File: src/rtl/ram_arbiter.sv
// Two-master round-robin arbiter in front of a single-port data RAM.
// Supports a bounded bus lock and returns read data one cycle after the grant.
module ram_arbiter #(
   parameter int DEFAULT_RAM_ADDR_WIDTH = 10,
   parameter int ADDR_WIDTH             = DEFAULT_RAM_ADDR_WIDTH,
   parameter int MAX_LOCK               = 16
) (
   input  logic                  clk,
   input  logic                  rst,

   input  logic                  m0_req,
   input  logic                  m0_wr,
   input  logic                  m0_lock,
   input  logic [ADDR_WIDTH-1:0] m0_addr,
   input  logic [31:0]           m0_wr_data,
   input  logic [3:0]            m0_wr_strobe,
   output logic                  m0_gnt,
   output logic                  m0_rd_valid,
   output logic [31:0]           m0_rd_data,

   input  logic                  m1_req,
   input  logic                  m1_wr,
   input  logic                  m1_lock,
   input  logic [ADDR_WIDTH-1:0] m1_addr,
   input  logic [31:0]           m1_wr_data,
   input  logic [3:0]            m1_wr_strobe,
   output logic                  m1_gnt,
   output logic                  m1_rd_valid,
   output logic [31:0]           m1_rd_data,

   output logic                  ram_rd_en,
   output logic                  ram_wr_en,
   output logic [ADDR_WIDTH-1:0] ram_addr,
   output logic [31:0]           ram_wr_data,
   output logic [3:0]            ram_wr_strobe,
   input  logic [31:0]           ram_rd_data
);

   localparam int CNT_W = $clog2(MAX_LOCK + 1);
   localparam logic [CNT_W-1:0] MAX_CNT = CNT_W'(MAX_LOCK);

   typedef enum logic [1:0] {IDLE, LOCK0, LOCK1} state_t;

   state_t           state_reg, state_next;
   logic             last_reg, last_next;
   logic [CNT_W-1:0] lock_cnt_reg, lock_cnt_next;
   logic [CNT_W-1:0] lock_cnt_inc;
   logic             rd_valid_reg;
   logic             rd_own_reg;

   logic [1:0]            req, wr, lock;
   logic [ADDR_WIDTH-1:0] addr  [2];
   logic [31:0]           wdata [2];
   logic [3:0]            strb  [2];

   logic [1:0] gnt;
   logic       winner;
   logic       any_gnt;
   logic [1:0] rd_valid_vec;

   assign req      = {m1_req, m0_req};
   assign wr       = {m1_wr, m0_wr};
   assign lock     = {m1_lock, m0_lock};
   assign addr[0]  = m0_addr;
   assign addr[1]  = m1_addr;
   assign wdata[0] = m0_wr_data;
   assign wdata[1] = m1_wr_data;
   assign strb[0]  = m0_wr_strobe;
   assign strb[1]  = m1_wr_strobe;

   assign lock_cnt_inc = lock_cnt_reg + CNT_W'(1);

   // Grant decision and next-state; nothing is granted while reset is high.
   always_comb begin
      gnt           = 2'b00;
      winner        = 1'b0;
      state_next    = state_reg;
      last_next     = last_reg;
      lock_cnt_next = lock_cnt_reg;
      if (!rst) begin
         case (state_reg)
            IDLE: begin
               if (req == 2'b11) winner = ~last_reg;
               else              winner = req[1];
               if (req != 2'b00) begin
                  gnt[winner] = 1'b1;
                  last_next   = winner;
                  // With MAX_LOCK of 1 the first grant already exhausts the lock.
                  if (lock[winner] && (MAX_LOCK > 1)) begin
                     state_next    = winner ? LOCK1 : LOCK0;
                     lock_cnt_next = CNT_W'(1);
                  end
               end
            end
            LOCK0, LOCK1: begin
               winner = (state_reg == LOCK1);
               if (req[winner]) begin
                  gnt[winner]   = 1'b1;
                  last_next     = winner;
                  lock_cnt_next = lock_cnt_inc;
               end
               if (!lock[winner] || (req[winner] && (lock_cnt_inc == MAX_CNT))) begin
                  state_next    = IDLE;
                  lock_cnt_next = '0;
               end
            end
            default: state_next = IDLE;
         endcase
      end
   end

   assign any_gnt       = |gnt;
   assign ram_rd_en     = any_gnt & ~wr[winner];
   assign ram_wr_en     = any_gnt & wr[winner];
   assign ram_addr      = any_gnt ? addr[winner]  : '0;
   assign ram_wr_data   = any_gnt ? wdata[winner] : '0;
   assign ram_wr_strobe = any_gnt ? strb[winner]  : '0;

   always_ff @(posedge clk) begin
      if (rst) begin
         state_reg    <= IDLE;
         last_reg     <= 1'b1;
         lock_cnt_reg <= '0;
         rd_valid_reg <= 1'b0;
         rd_own_reg   <= 1'b0;
      end else begin
         state_reg    <= state_next;
         last_reg     <= last_next;
         lock_cnt_reg <= lock_cnt_next;
         rd_valid_reg <= any_gnt & ~wr[winner];
         if (any_gnt) rd_own_reg <= winner;
      end
   end

   genvar gi;
   generate
      for (gi = 0; gi < 2; gi++) begin : g_rd
         assign rd_valid_vec[gi] = rd_valid_reg & ((gi == 1) ? rd_own_reg : ~rd_own_reg);
      end
   endgenerate

   assign m0_gnt      = gnt[0];
   assign m1_gnt      = gnt[1];
   assign m0_rd_valid = rd_valid_vec[0];
   assign m1_rd_valid = rd_valid_vec[1];
   assign m0_rd_data  = rd_valid_vec[0] ? ram_rd_data : '0;
   assign m1_rd_data  = rd_valid_vec[1] ? ram_rd_data : '0;

endmodule

File: config.mk
export PLATFORM = sky130hd
export DESIGN_NAME = ram_arbiter
export DESIGN_NICKNAME = d
export VERILOG_FILES = /design/src/rtl/ram_arbiter.sv
export SDC_FILE = /design/constraint.sdc
export NUM_CORES = 1
export LEC_CHECK = 0
export ABC_AREA = 1
export CAP_MARGIN = 0
export CORE_AREA = 2 2 95 97
export DETAILED_ROUTE_END_ITERATION = 12
export DIE_AREA = 0 0 97 99
export PLACE_DENSITY = 0.75
export SLEW_MARGIN = 10
export SYNTH_ARGS = -nofsm -noshare
export SYNTH_HDL_FRONTEND = slang
export SYNTH_SLANG_ARGS = --single-unit
File: constraint.sdc
create_clock -name clk -period 3.5 [get_ports clk]
set_input_delay 0.7 -clock clk [delete_from_list [all_inputs] [get_ports clk]]
set_output_delay 0.7 -clock clk [all_outputs]
set_load 0.02 [all_outputs]
==> impl_metrics.py, run 1 <==
metrics = {
    "timing": {
        "layout_min_cycle_time_ns": 3.31,
        "fin_worst_skew_ns": 0.00380,
        "timing_worst_slew_pin_value_ns": 1.05,
        "setup_viol": 0,
        "whs_ns": 0.522,
        "maxSlewViolCount": 0,
        "rsz0062_at_grt": "no",
        "period_share_pct": 94.5,
        "fmax_mhz": 302,
        "relSlewSlack_pct": 30.1,
        "finalHoldViolCount": 0,
    },
    "global_routing": {
        "grt.overflow.total": 0,
        "grt_max_degree": 55,
        "first_global_vias": 3122,
        "track_usage_pct": 17.6,
        "grt_pass1_wl_mm": 14.2,
        "antenna_found_initial": 0,
    },
    "pwr": {
        "powerDensity_mw_per_mm2": 514,
        "p_clk_share_pct": 5.8,
        "ir_drop_mv": 0.379,
        "power_frac_comb_pct": 86.2,
        "p_leak_nw": 3.18,
        "swShare_pct": 52.5,
        "pwr-share-seq_pct": 8.0,
        "cellInternalPower_w": 0.00118,
        "p_sw_w": 0.00131,
    },
    "clock_tree": {
        "cts_tree": "yes",
        "cts_hold_buf": 0,
        "clk_pin_slew_ns": 0.05,
        "cts_inserted_buffers": 3,
        "cts.sinks": 10,
        "clk_path_buf_depth": 2,
        "clockRootBuffer": "clkbuf_8",
        "post_cts_buffers": 0,
        "htreeDepth": 1,
        "clock_latency_ns": 0.24,
    },
    "min_path": {
        "hold_depth": 2,
        "hold_end": "lock_cnt_reg[3]",
        "min_from": "lock_cnt_reg[3]",
        "min_path_type": "register to register",
    },
    "setup_path": {
        "r2r_slack_ns": 1.61,
        "cpPeakStageDelay_ns": 0.63,
        "critical_path.startpoint_type": "primary input",
        "cp_cell_sequence": "clkdlybuf4s50_1 > nand2_2 > nand3_2 > inv_2 > o21ai_4 > o21ai_1 > nor2_1 > clkdlybuf4s50_1",
        "critPathKind": "primary input to output pin",
        "r2r_end": "state_reg[0]",
        "critical_path.endpoint_type": "output pin",
        "rr_worst_depth": 8,
        "cp_slowest_cell": "clkdlybuf4s50_1",
        "path_max_fanout": 5,
        "cpMostUsedCell": "clkdlybuf4s50_1",
        "critical_path_arrival_ns": 2.61,
        "reg2reg_from": "state_reg[0]",
        "cp.required_ns": 2.80,
    },
    "status": {
        "status": "finished, final reports clean",
    },
    "finish": {
        "multi_input_comb_area_mm2": 0.00125,
        "drive_gt1_share_pct": 3.17,
        "fin_area_mm2": 0.00484,
        "diodes": 0,
        "syn2layout_area_growth_pct": 128,
        "final-seq-area_um2": 200,
        "fillCellCount": 816,
        "nets": 800,
        "largest_reg_flops": 5,
    },
    "floorplanning": {
        "start_util_pct": 24.8,
        "die_area_mm2": 0.00960,
        "fp.dieH_um": 99,
        "core_mm2": 0.00855,
        "die_w_um": 97,
        "std_cell_rows": 34,
        "io_pins": 248,
    },
    "logic_synthesis": {
        "ys_seq_area_share_pct": 9.43,
        "syn_inst": 428,
        "syn_area_mm2": 0.00212,
        "syn_avg_cell_area_um2": 4.96,
        "ys_ff_latch": 10,
        "synth_fp_nets": 565,
        "synth_cell_types": 24,
        "yosysWarnings": 0,
    },
    "place": {
        "io_buffers": 247,
        "dpl_cell_area_mm2": 0.00470,
        "globalplace.congestion": 0.872,
        "hpwl_mm": 8.16,
    },
    "drt": {
        "drt_pass1_iterations": 4,
        "wl_per_cell_um": 12.3,
        "drc": 0,
        "drtIter0Drc": 68,
        "wl_mm": 9.49,
        "vias": 3397,
        "vias_per_cell": 4.41,
        "drtAntennaViolNets": 0,
    },
    "run": {
        "cap_viol_max_count": 0,
    },
}
==> worst max-delay path: cells and delay by family <==
kind / cells / cell delay (ns)
buffers and inverters: 3 / 1.21
AOI/OAI and AO/OA: 2 / 0.36
and+or+nand+nor: 3 / 0.34
==> power by group through the flow <==
stage | combinational [W] | clock, W | sequential, W
4_1_cts | 0.00220 | 0.000149 | 0.000199
2_1_floorplan | 0.00128 | 0 | 0.000191
6_report | 0.00214 | 0.000145 | 0.000199
3_3_place_gp | 0.00220 | 0 | 0.000199
3_5_place_dp | 0.00221 | 0 | 0.000201
5_1_grt | 0.00233 | 0.000154 | 0.000208
==> metal layers <==
metal	vias up	track usage (%)	part of all wire (%)
met5	-	0	0
met4	0	5.42	2.2
met3	14	3.76	8.6
met2	173	34.9	52
met1	1484	18.5	37
li1	1726	-	-
==> cells in the mapped netlist <==
library cell	count	area, µm²
inv_1	146	548
nand2_1	77	289
nor2_1	75	282
o211ai_1	46	345
nand3_1	12	60.1
a21oi_1	10	50.1
dfxtp_1	10	200
buf_2	9	45.0
clkbuf_1	7	26.3
ha_1	5	62.6
nand4_1	5	31.3
inv_2	3	11.3
o21ai_0	3	15.0
o21ai_2	3	26.3
and2_1	2	12.5
buf_1	2	7.51
buf_4	2	15.0
buf_6	2	22.5
nand2_2	2	12.5
nand3_2	2	20.0
o21ai_1	2	10.0
nor2_2	1	6.26
nor3b_1	1	7.51
o21ai_4	1	16.3
==> final cells by class <==
cell class / instances / area share [%]
repair buffers: 252 / 54.6
multi-input cells: 247 / 25.7
inverters: 149 / 11.6
flip-flops and latches: 10 / 4.14
well taps: 108 / 2.79
clock buffers: 4 / 1.14
==> cells in the final DEF, fill, tap and decap left out, drive strengths merged <==
master         count
and2               2
dlygate4sd2        9
o211ai            46
nand2             79
clkbuf             4
ha                 5
dlymetal6s2s      38
dfxtp             10
nor3b              1
a21oi             10
nor2              76
nand3             14
clkdlybuf4s50    200
inv              149
nand4              5
buf                5
o21ai              9
==> worst max path at each step <==
stage,startpoint,end,slack [ns],depth (start not counted)
finish,m0_req,ram_wr_en,0.19,8
global route,m0_req,ram_wr_en,0.07,8
CTS,m0_req,ram_addr[1],0.001,11
detailed placement,m0_req,ram_wr_data[31],-0.04,11
global placement,m0_req,ram_wr_data[31],-0.001,11
floorplan,m0_req,ram_wr_data[25],1.17,10
==> repair_timing <==
action,in CTS,in global routing
gates cloned,0,0
gates resized for setup,9,38
endpoints found under the setup margin,9,38
==> kinds of logic (layout without fill, tap and decap cells) <==
kind of cell / Yosys count / in the layout / share of synthesized area (%)
simple gates: 177 / 177 / 34.0
buf+inv: 171 / 405 / 31.8
fa+ha+maj: 5 / 5 / 2.95
flops: 10 / 10 / 9.43
compound gates: 65 / 65 / 21.8
==> stage by stage <==
step / setup TNS [ns] / utilization [%] / setup WS (ns) / total power [W] / cells
floorplan: 0 / - / 1.17 / 0.00148 / 428
global placement: -0.00135 / 55.0 / -0.00135 / 0.00240 / 766
detailed placement: -0.0859 / 55.0 / -0.0418 / 0.00241 / 766
CTS: 0 / 55.5 / 0.00145 / 0.00254 / 770
global route: 0 / 56.6 / 0.0721 / 0.00270 / 770
finish: 0 / 56.6 / 0.193 / 0.00249 / 770
(Power assumes the default switching activity.)
==> run 2, diff against run 1 <==
- GPL_ROUTABILITY_DRIVEN: not set -> 0
==> results of run 2 <==
No change in the layout: final DEF, timing and power equal those of run 1.
